==> src/rtl/cpu_pkg.sv <==
// Shared CPU pipeline types and constants: flag layout, stage-boundary structs,
// opcode encodings and the architectural reset values used by writeback.
package cpu_pkg;

   localparam int          NREGS       = 16;
   localparam logic [3:0]  RAX_IDX     = 4'd0;
   localparam logic [3:0]  RDX_IDX     = 4'd2;
   localparam logic [63:0] FLAGS_RESET = 64'h2;

   localparam logic [7:0] OPC_IMUL = 8'hF7;
   localparam logic [7:0] OPC_JE   = 8'h74;
   localparam logic [7:0] OPC_JNL  = 8'h7D;

   // RFLAGS bit layout, MSB first; res_1 is the always-one reserved bit.
   typedef struct packed {
      logic [51:0] rsvd_hi;
      logic        of_f;
      logic        df_f;
      logic        if_f;
      logic        tf_f;
      logic        sf_f;
      logic        zf_f;
      logic        res_5;
      logic        af_f;
      logic        res_3;
      logic        pf_f;
      logic        res_1;
      logic        cf_f;
   } flags_reg;

   typedef struct packed {
      logic        valid;
      logic [7:0]  opcode;
      logic [1:0]  dep;
      logic [3:0]  reg_byte;
      logic [3:0]  rm_byte;
      logic [63:0] operand_a;
      logic [63:0] operand_b;
      logic [63:0] mem_data;
      logic [63:0] rip;
      logic        sim_end;
   } MEM_EX;

   typedef struct packed {
      logic [7:0]  opcode;
      logic [1:0]  dep;
      logic [3:0]  reg_byte;
      logic [3:0]  rm_byte;
      logic [63:0] alu_result;
      logic [63:0] alu_ext_result;
      logic [63:0] rip;
      logic        jump_flag;
      logic [63:0] jump_target;
      logic        flags_valid;
      logic [63:0] rflags;
      logic        sim_end;
   } ex_wb_t;

   typedef enum logic [1:0] {
      ST_IDLE   = 2'd0,
      ST_WR_EXT = 2'd1,
      ST_HALT   = 2'd2
   } wb_state_e;

   function automatic logic is_jump(input logic [7:0] opc);
      return (opc == OPC_JE) || (opc == OPC_JNL);
   endfunction

   // dep == 2 means the result targets the ModRM reg field.
   function automatic logic [3:0] dest_sel(input logic [1:0] dep,
                                           input logic [3:0] reg_byte,
                                           input logic [3:0] rm_byte);
      return (dep == 2'd2) ? reg_byte : rm_byte;
   endfunction

endpackage

==> src/rtl/mod_regfile.sv <==
// Architectural 16x64 register file: one synchronous write port, whole array
// visible as registered state, cleared by the asynchronous reset.
module mod_regfile
   import cpu_pkg::*;
(
   input  logic                        clk,
   input  logic                        reset_n,
   input  logic                        we,
   input  logic [3:0]                  waddr,
   input  logic [63:0]                 wdata,
   output logic [NREGS-1:0][63:0]      regs
);

   always_ff @(posedge clk or negedge reset_n) begin
      if (!reset_n) begin
         regs <= '0;
      end else if (we) begin
         regs[waddr] <= wdata;
      end
   end

endmodule

==> src/rtl/mod_writeback.sv <==
// Writeback stage: consumes one EX/WB entry per handshake, commits register,
// RFLAGS and RIP state, splits IMUL into two writes, redirects taken jumps.
//
// Handshake: an entry transfers on a rising edge where wb_valid && wb_ready;
// wb_ready depends only on registered state, and the producer holds the entry
// stable until it transfers.
module mod_writeback
   import cpu_pkg::*;
(
   input  logic                   clk,
   input  logic                   reset_n,
   input  logic                   wb_valid,
   output logic                   wb_ready,
   input  logic [7:0]             opcode_exwb,
   input  logic [1:0]             dep_exwb,
   input  logic [3:0]             regByte_exwb,
   input  logic [3:0]             rmByte_exwb,
   input  logic [63:0]            alu_result_exwb,
   input  logic [63:0]            alu_ext_result_exwb,
   input  logic [63:0]            rip_exwb,
   input  logic                   jump_flag_exwb,
   input  logic [63:0]            jump_target_exwb,
   input  logic                   flags_valid_exwb,
   input  logic [63:0]            rflags_exwb,
   input  logic                   sim_end_exwb,
   output logic [NREGS-1:0][63:0] regfile_o,
   output logic [63:0]            rflags_o,
   output logic [63:0]            rip_o,
   output logic                   redirect_valid,
   output logic [63:0]            redirect_target,
   output logic                   clr_valid,
   output logic [3:0]             clr_reg,
   output logic [63:0]            retired_count,
   output logic                   sim_done,
   output logic [1:0]             state_dbg
);

   ex_wb_t     entry;
   wb_state_e  state;
   logic [63:0] ext_q;
   logic        end_q;
   logic        accept;
   logic        jump;
   logic        imul;
   logic [3:0]  dst;
   logic        rf_we;
   logic [3:0]  rf_waddr;
   logic [63:0] rf_wdata;

   assign entry.opcode         = opcode_exwb;
   assign entry.dep            = dep_exwb;
   assign entry.reg_byte       = regByte_exwb;
   assign entry.rm_byte        = rmByte_exwb;
   assign entry.alu_result     = alu_result_exwb;
   assign entry.alu_ext_result = alu_ext_result_exwb;
   assign entry.rip            = rip_exwb;
   assign entry.jump_flag      = jump_flag_exwb;
   assign entry.jump_target    = jump_target_exwb;
   assign entry.flags_valid    = flags_valid_exwb;
   assign entry.rflags         = rflags_exwb;
   assign entry.sim_end        = sim_end_exwb;

   assign wb_ready  = (state == ST_IDLE);
   assign accept    = wb_valid && wb_ready;
   assign jump      = is_jump(entry.opcode);
   assign imul      = (entry.opcode == OPC_IMUL);
   assign dst       = imul ? RAX_IDX : dest_sel(entry.dep, entry.reg_byte, entry.rm_byte);
   assign state_dbg = state;

   // The single write port serves the RDX half while in WR_EXT; no entry can
   // be accepted then, so the two sources never collide.
   always_comb begin
      rf_we    = 1'b0;
      rf_waddr = dst;
      rf_wdata = entry.alu_result;
      if (state == ST_WR_EXT) begin
         rf_we    = 1'b1;
         rf_waddr = RDX_IDX;
         rf_wdata = ext_q;
      end else if (accept && !jump) begin
         rf_we = 1'b1;
      end
   end

   mod_regfile u_regfile (
      .clk     (clk),
      .reset_n (reset_n),
      .we      (rf_we),
      .waddr   (rf_waddr),
      .wdata   (rf_wdata),
      .regs    (regfile_o)
   );

   always_ff @(posedge clk or negedge reset_n) begin
      if (!reset_n) begin
         state           <= ST_IDLE;
         ext_q           <= '0;
         end_q           <= 1'b0;
         rflags_o        <= FLAGS_RESET;
         rip_o           <= '0;
         retired_count   <= '0;
         redirect_valid  <= 1'b0;
         redirect_target <= '0;
         clr_valid       <= 1'b0;
         clr_reg         <= '0;
         sim_done        <= 1'b0;
      end else begin
         redirect_valid <= 1'b0;
         clr_valid      <= 1'b0;
         case (state)
            ST_IDLE: begin
               if (accept) begin
                  retired_count <= retired_count + 64'd1;
                  if (entry.flags_valid) begin
                     rflags_o <= entry.rflags;
                  end
                  if (jump && entry.jump_flag) begin
                     redirect_valid  <= 1'b1;
                     redirect_target <= entry.jump_target;
                     rip_o           <= entry.jump_target;
                  end else begin
                     rip_o <= entry.rip;
                  end
                  if (!jump) begin
                     clr_valid <= 1'b1;
                     clr_reg   <= dst;
                  end
                  if (imul) begin
                     ext_q <= entry.alu_ext_result;
                     end_q <= entry.sim_end;
                     state <= ST_WR_EXT;
                  end else if (entry.sim_end) begin
                     state    <= ST_HALT;
                     sim_done <= 1'b1;
                  end
               end
            end
            ST_WR_EXT: begin
               clr_valid <= 1'b1;
               clr_reg   <= RDX_IDX;
               if (end_q) begin
                  state    <= ST_HALT;
                  sim_done <= 1'b1;
               end else begin
                  state <= ST_IDLE;
               end
            end
            ST_HALT: begin
               sim_done <= 1'b1;
            end
            default: begin
               state <= ST_IDLE;
            end
         endcase
      end
   end

endmodule

==> config.mk <==
export PLATFORM = sky130hd
export DESIGN_NAME = mod_writeback
export DESIGN_NICKNAME = d
export VERILOG_FILES = /design/src/rtl/cpu_pkg.sv /design/src/rtl/mod_regfile.sv /design/src/rtl/mod_writeback.sv
export SDC_FILE = /design/constraint.sdc
export NUM_CORES = 2
export LEC_CHECK = 0
export ABC_AREA = 1
export BUFFER_PORTS_ARGS = -buffer_cell sky130_fd_sc_hd__buf_2
export CORE_AREA = 2 2 633 635
export CTS_CLUSTER_SIZE = 40
export DETAILED_ROUTE_END_ITERATION = 8
export DIE_AREA = 0 0 635 637
export GPL_TIMING_DRIVEN = 0
export HOLD_SLACK_MARGIN = 0.06
export PLACE_DENSITY = 0.3
export SYNTH_ARGS = -nofsm -noshare
export SYNTH_HDL_FRONTEND = slang
export SYNTH_HIERARCHICAL = 1
export SYNTH_SLANG_ARGS = --single-unit
export TNS_END_PERCENT = 10
==> constraint.sdc <==
create_clock -name clk -period 2.7 [get_ports clk]
set_clock_uncertainty 0.05 [all_clocks]
set_input_delay 0 -clock clk [delete_from_list [all_inputs] [get_ports clk]]
set_output_delay 0 -clock clk [all_outputs]
set_load 0.05 [all_outputs]
== Yosys cells after proc, flatten, opt, wreduce, memory -nomap -nowiden ==
Index checks and enable logic that the tools add are counted.

* Logic and storage cells: 88
* Flip-flop bits (word level): 1354
* Input bits: 344

* Bitwise gates (word level): 1
* Equal/unequal tests: 12
* Order comparisons: 2
* Reduce and logical (&&, ||, !) cells: 16
* Add/subtract/negate cells: 1
* Mux-type cells: 29

{| class="wikitable"
|+ Operator list
! operator !! number
|-
| 1024-bit bitwise mux || 1
|-
| 64-bit demux with 4-bit select || 1
|-
| 64-bit 2-to-1 mux || 3
|-
| 64-bit by 1-bit adder with 64-bit output, second input constant || 1
|-
| 4-bit 2-to-1 mux || 5
|-
| 8-bit by 7-bit equality test with 1-bit output, second input constant || 2
|-
| 3-bit AND reduction || 5
|-
| 1-bit 2-to-1 mux || 11
|-
| 8-bit equality test, second input constant || 1
|-
| 2-bit 2-to-1 mux || 4
|-
| 4-bit case mux with 2 select lines || 1
|-
| 2-bit != test, second input constant || 3
|-
| 2-bit case mux with 3 select lines || 1
|-
| 4-bit by 5-bit < comparator with 1-bit output, second input constant || 1
|-
| 5-bit AND reduction || 1
|-
| 2-bit equality test, second input constant || 2
|-
| 4-bit by 1-bit greater-or-equal comparator with 1-bit output, second input constant || 1
|-
| 1-bit logical AND || 4
|-
| 2-bit by 1-bit != test with 1-bit output, second input constant || 2
|-
| 3-bit by 1-bit != test with 1-bit output, second input constant || 1
|-
| 1-bit case mux with 3 select lines || 1
|-
| 3-bit nonzero test || 1
|-
| 2-bit by 1-bit equality test with 1-bit output, second input constant || 1
|-
| 2-bit logical NOT || 1
|-
| other kinds (6) || 6
|}

== Longest topological paths before layout ==
* Word-level depth: 9
* Gate-level depth with buffers: 13
* Mapped depth without buffers: 11

== Modules after synthesis ==
Netlist, hierarchy kept.

{| class="wikitable"
|+ By module, submodules not included
! module !! cells each !! times used !! area each (um^2) !! sequential area each (um^2)
|-
| mod_regfile || 4845 || 1 || 42393.2 || 25624.6
|-
| mod_writeback || 1739 || 1 || 14825.5 || 8259.2
|}

== Worst setup path before layout ==
Ideal clock, no wire load.

* Path kind: register -> register
* From: register state[1] (netlist: state_dbg[1])
* To: register u_regfile/regs[320] in the netlist's numbering
* Clock period less this slack: 2785 ps
* Slack: -85 ps
* Setup time: 121 ps
* Cell stages (with the launch flop): 13
* Arrival time: 2614 ps
* Data required time: 2529 ps
* Cells stage by stage: dfrtp_1 nor2_4 nand2_2 buf_6 buf_2 buf_2 o21ai_0 buf_4 nand3_2 buf_4 clkbuf_1 o21bai_1 nand2_1

{| class="wikitable"
|+ RTL lines
! element !! line !! RTL
|-
| from (decl) || mod_writeback.sv:39 || <nowiki>wb_state_e state;</nowiki>
|-
| from (signal assigned) || mod_writeback.sv:96 || <nowiki>state <= ST_IDLE;</nowiki>
|-
| from (signal assigned) || mod_writeback.sv:131 || <nowiki>state <= ST_WR_EXT;</nowiki>
|-
| from (signal assigned) || mod_writeback.sv:133 || <nowiki>state <= ST_HALT;</nowiki>
|-
| 2-bit logical NOT || mod_writeback.sv:63 || <nowiki>assign wb_ready = (state == ST_IDLE);</nowiki>
|-
| via wb_ready || mod_writeback.sv:13 || <nowiki>output logic wb_ready,</nowiki>
|-
| 1-bit logical AND || mod_writeback.sv:64 || <nowiki>assign accept = wb_valid && wb_ready;</nowiki>
|-
| 1-bit logical AND || mod_writeback.sv:80 || <nowiki>end else if (accept && !jump) begin</nowiki>
|-
| 1-bit 2-to-1 mux || mod_writeback.sv:80 ||
|-
| 1-bit 2-to-1 mux || mod_writeback.sv:76 || <nowiki>if (state == ST_WR_EXT) begin</nowiki>
|-
| via rf_we || mod_writeback.sv:46 || <nowiki>logic rf_we;</nowiki>
|-
| to (signal, indexed assignment) || mod_regfile.sv:18 || <nowiki>regs[waddr] <= wdata;</nowiki>
|-
| to (decl) || mod_regfile.sv:11 || <nowiki>output logic [NREGS-1:0][63:0] regs</nowiki>
|}

The timed path passes the listed nets, and every way through them passes these cells.
A chain may end at the register's enable or synchronous reset.

== Worst setup path after layout ==
* From: register state[1] (netlist: state_dbg[1])
* To: register u_regfile/regs[629] in the netlist's numbering

{| class="wikitable"
|+ RTL lines
! element !! line
|-
| 2-bit logical NOT || mod_writeback.sv:63
|-
| 1-bit logical AND || mod_writeback.sv:64
|-
| 1-bit logical AND || mod_writeback.sv:80
|-
| 1-bit 2-to-1 mux || mod_writeback.sv:80
|-
| 1-bit 2-to-1 mux (*) || mod_writeback.sv:76
|-
| via rf_we || mod_writeback.sv:46
|}

Mark *: on every way through the listed nets, which the timed path passes. The rest lies on a longest branch.

==> flow_summary_export.csv <==
group,metric,value,unit
run_status,status,"finished, violations left",
run_status,violations_in_the_final_reports,"negative hold slack, negative setup slack",
pwr,intPower,37.6,mW
logic_synthesis,yosys.area_share.adder,0.000219,
place,place.port_buffers,1633,
timing,postLayoutSetupSlackWorst,-0.0715,ns
clock_network,clockRootBuffer,"sky130_fd_sc_hd__clkbuf_16",
logic_synthesis,synth-async-reset-ratio,1.00,
floorplan,die_x,635,um
clock_network,clock_sink_count,1354,
clock_network,tritoncts_clock_tree,"built",
pwr,seq_power_share,0.394,
clock_network,tritoncts.num_buffers,188,
place,dp_hpwl,318000,um
cells_and_area,area.growth.synth_to_final,56.1,%
timing,maxSlewViolCount,0,
logic_synthesis,synth_simple_gate_area_share,0.284,
worst_setup_path,worstRegToRegCells,12,
worst_setup_path,rrSetupSlack,-0.07,ns
floorplan,placementRows,232,
pwr,netSwitchingPower,16.2,mW
logic_synthesis,compound_cell_area_share_of_the_yosys_netlist,0.0401,
place,post-place-ws,-3.13,ns
floorplan,dieHeight,637,um
worst_setup_path,path_cells,"nor2_4 > nand2_2 > buf_12 > buf_12 > o21ai_4 > buf_8 > buf_4 > nand3_4 > buf_12 > clkbuf_16 > o21bai_1 > nand2_1",
clock_network,holdBufCountCts,744,
place,place_congestion,0.866,
worst_setup_path,critPathMaxStageDelay,0.46,ns
logic_synthesis,yosysSeqAreaShare,0.592,
worst_setup_path,crit_family,"buffers and inverters",
worst_setup_path,critPathRequiredTime,3.42,ns
worst_setup_path,worst_path_max_delay_cell,"sky130_fd_sc_hd__dfrtp_2",
worst_setup_path,cp-end-kind,"register",
clock_network,cts.reportedPaths.clkPinSlew,0.06,ns
clock_network,cts-htree-levels,4,
worst_setup_path,setup.worst_path.start_class,"register",
global_routing,via_count_of_the_first_global_routing_pass,58638,
cells_and_area,largest_register_ff_count,1024,
logic_synthesis,yosys.cell_types.count,38,
timing,unrepaired_setup_endpoints_after_global_routing,"true",
detailed_routing,detail_route.iter0.violations,3708,
logic_synthesis,synth_xor_xnor_area_share,0.00735,
detailed_routing,postRouteAntennaNets,0,
worst_setup_path,path_common_cell,"sky130_fd_sc_hd__buf_12",
logic_synthesis,synth.net_count,6929,
cells_and_area,layout_common_cells,"sky130_fd_sc_hd__nand2_1 (3163), sky130_fd_sc_hd__buf_2 (1740), sky130_fd_sc_hd__dfrtp_1 (1351)",
logic_synthesis,synth.avg_cell_area,8.69,um^2
worst_setup_path,path_max_fanout,19,
cells_and_area,post-route-util,0.224,
worst_setup_path,timing.critical_path.arrival,3.49,ns
detailed_routing,detail_route.wl_per_cell,27.8,um
worst_setup_path,crit_end,"u_regfile/regs[629]$_DFFE_PN0P_",
pwr,sw_share,0.300,
clock_network,worst_skew_pair.late_latency,0.92,ns
floorplan,number_of_top_level_design_ports,1634,
worst_setup_path,path_buf_inv,6,
worst_setup_path,reg2reg_to,"u_regfile/regs[629]$_DFFE_PN0P_",
timing,max_freq,361,MHz
place,postPlaceCellArea,72700,um^2
detailed_routing,routed_wire_length,407000,um
logic_synthesis,synth_ff_type,"sky130_fd_sc_hd__dfrtp_1",
pwr,power_frac_clock,0.476,
logic_synthesis,synth-seq-cells,1354,
pwr,maximum_vdd_drop,0.466,mV
clock_network,cts_max_path_buffers,4,
floorplan,floorplan.initialDensity,0.144,
cells_and_area,share_of_cells_above_drive_strength_1,0.285,
global_routing,globalRouteTotalUtil,0.196,
logic_synthesis,netlist_area,57200,um^2
global_routing,globalRoute.totalOverflow,0,
detailed_routing,vias,56894,
global_routing,grt_pass1_wl,540000,um
cells_and_area,net_count_reported_at_finish,9545,
worst_hold_path,min_path_type,"in -> async",
run,max-cap-violations,0,
timing,fin_worst_hold_slack,-1.05,ns
worst_setup_path,worstReg2RegStart,"state_dbg[1]$_DFFE_PN0P_",
detailed_routing,routed_via_density,3.89,
timing,worst_slew_pin_slew,1.09,ns
logic_synthesis,post_synth_inst_count,6584,
worst_setup_path,worst_setup_path_startpoint,"state_dbg[1]$_DFFE_PN0P_",
cells_and_area,mostFrequentLayoutCell,"sky130_fd_sc_hd__nand2_1",
floorplan,coreArea,398000,um^2
floorplan,design.die.area,404000,um^2
detailed_routing,drt_pass1_iterations,6,
cells_and_area,registers.top_by_ff_count,"u_regfile/regs",
logic_synthesis,synth_enable_flop_cells,0,
timing,final-hold-violation-count,486,
timing,max-slew-margin-rel,0.272,
worst_setup_path,critical_path_class,"reg -> reg",
worst_setup_path,worstSetupPathDepth,12,
timing,setup-tns-final,-2.46,ns
logic_synthesis,synth.area.mux_share,0.0126,
timing,finalWorstPathRequiredPeriod,2.77,ns
logic_synthesis,ys_warn_count,6,
pwr,p_comb_frac,0.130,
detailed_routing,drcViolationCount,0,
cells_and_area,final_design_area_no_fill,89300,um^2
global_routing,grt_antenna_before_repair,63,
global_routing,grt_start_max_net_pins,145,
pwr,pwr_density_cell,602,nW/um^2
logic_synthesis,synth_top_family_by_area,"simple AND/OR/NAND/NOR gates",
cells_and_area,layout.filler_cells,44190,
timing,post-route-period-util,1.03,
pwr,total_leakage_power,46.9,nW
timing,setup_viol,144,
cells in the mapped netlist, types with 10 or more instances:
cell type                  number  area share
sky130_fd_sc_hd__clkbuf_1     219       0.014
sky130_fd_sc_hd__buf_2        272       0.024
sky130_fd_sc_hd__nand2_2       10      0.0011
sky130_fd_sc_hd__nor2_1        92      0.0060
sky130_fd_sc_hd__inv_1        334       0.022
sky130_fd_sc_hd__buf_4         20      0.0026
sky130_fd_sc_hd__nand2_1     3248        0.21
sky130_fd_sc_hd__nor2_2        12      0.0013
sky130_fd_sc_hd__mux2_2        60       0.012
sky130_fd_sc_hd__nor3_1        20      0.0017
sky130_fd_sc_hd__nand4_1      407       0.044
sky130_fd_sc_hd__o21ai_0       69      0.0060
sky130_fd_sc_hd__o21bai_1     256       0.034
sky130_fd_sc_hd__nand3_1      104      0.0091
sky130_fd_sc_hd__xor2_1        20      0.0031
sky130_fd_sc_hd__dfrtp_1     1353        0.59
sky130_fd_sc_hd__nor2_4        16      0.0031
sky130_fd_sc_hd__xnor2_1       28      0.0043
power groups by stage:
| stage | clock, mW | combinational, mW | sequential (mW) |
|---|---|---|---|
| after global routing | 27.3 | 7.38 | 21.2 |
| after CTS | 26.6 | 7.11 | 21.2 |
| after global placement | 0 | 6.14 | 21.6 |
| final | 25.6 | 6.98 | 21.2 |
| after floorplan | 0 | 1.14 | 23.5 |
| after detailed placement | 0 | 6.23 | 21.5 |
stage by stage:
step	cells	total power, mW
5_1_grt	14617	55.9
3_5_place_dp	13508	27.8
3_3_place_gp	13482	27.7
2_1_floorplan	6584	24.6
4_1_cts	14598	54.9
6_report	14626	53.8
how the worst min path moves through the flow:
stage                                        from                       to  slack, ns  cells after the start
after floorplan                           reset_n   clr_reg[0]$_DFFE_PN0P_      -0.35                      0
after global placement    alu_ext_result_exwb[21]    ext_q[21]$_DFFE_PN0P_       0.15                      3
after detailed placement                  reset_n  rflags_o[2]$_DFFE_PN0P_       0.04                      1
after CTS                                 reset_n  rflags_o[2]$_DFFE_PN0P_      -0.99                      1
after global routing                      reset_n  rflags_o[2]$_DFFE_PN0P_      -1.01                      1
final                                     reset_n  rflags_o[2]$_DFFE_PN0P_      -1.05                      1
worst register-to-register path: stages (launching register included):
cell and delay (ns):
sky130_fd_sc_hd__dfrtp_2 0.46, sky130_fd_sc_hd__nor2_4 0.15, sky130_fd_sc_hd__nand2_2 0.08, sky130_fd_sc_hd__buf_12 0.17, sky130_fd_sc_hd__buf_12 0.17, sky130_fd_sc_hd__o21ai_4 0.30
sky130_fd_sc_hd__buf_8 0.20, sky130_fd_sc_hd__buf_4 0.13, sky130_fd_sc_hd__nand3_4 0.17, sky130_fd_sc_hd__buf_12 0.27, sky130_fd_sc_hd__clkbuf_16 0.25, sky130_fd_sc_hd__o21bai_1 0.18
sky130_fd_sc_hd__nand2_1 0.07
layer usage:
metal / share of wire / GRT usage / vias to the layer above
met4: 0.053 / 0.0882 / 6
li1: - / - / 25957
met3: 0.054 / 0.0404 / 554
met2: 0.49 / 0.342 / 1927
met5: 0.000089 / 0 / -
met1: 0.40 / 0.230 / 28450
repair_timing:
item,4_1_cts,5_1_grt
setup endpoints to repair,1065,1072
buffers inserted,68,12
endpoints found under the hold margin,1412,486
cloned,0,1
pin swaps,23,23
resized for setup,537,274
final cells by class:
class | count | area [um^2] | area share
Antenna cell | 18 | 45.0 | 0.000504
Buffer | 460 | 3840 | 0.0430
Clock buffer | 294 | 5620 | 0.0630
Clock inverter | 39 | 559 | 0.00626
Inverter | 339 | 1290 | 0.0145
Multi-Input combinational cell | 4373 | 20200 | 0.226
Sequential cell | 1354 | 33900 | 0.379
Tap cell | 5265 | 6590 | 0.0738
Timing Repair Buffer | 2484 | 17300 | 0.193
kinds of logic after synthesis:
kind of cell    count (synthesis)
fa+ha+maj                       1
buf+inv                       857
compound gates                330
mux                            64
xor+xnor                       48
simple gates                 3930
flops                        1354
No activity file was read; power rests on OpenSTA's default activity.
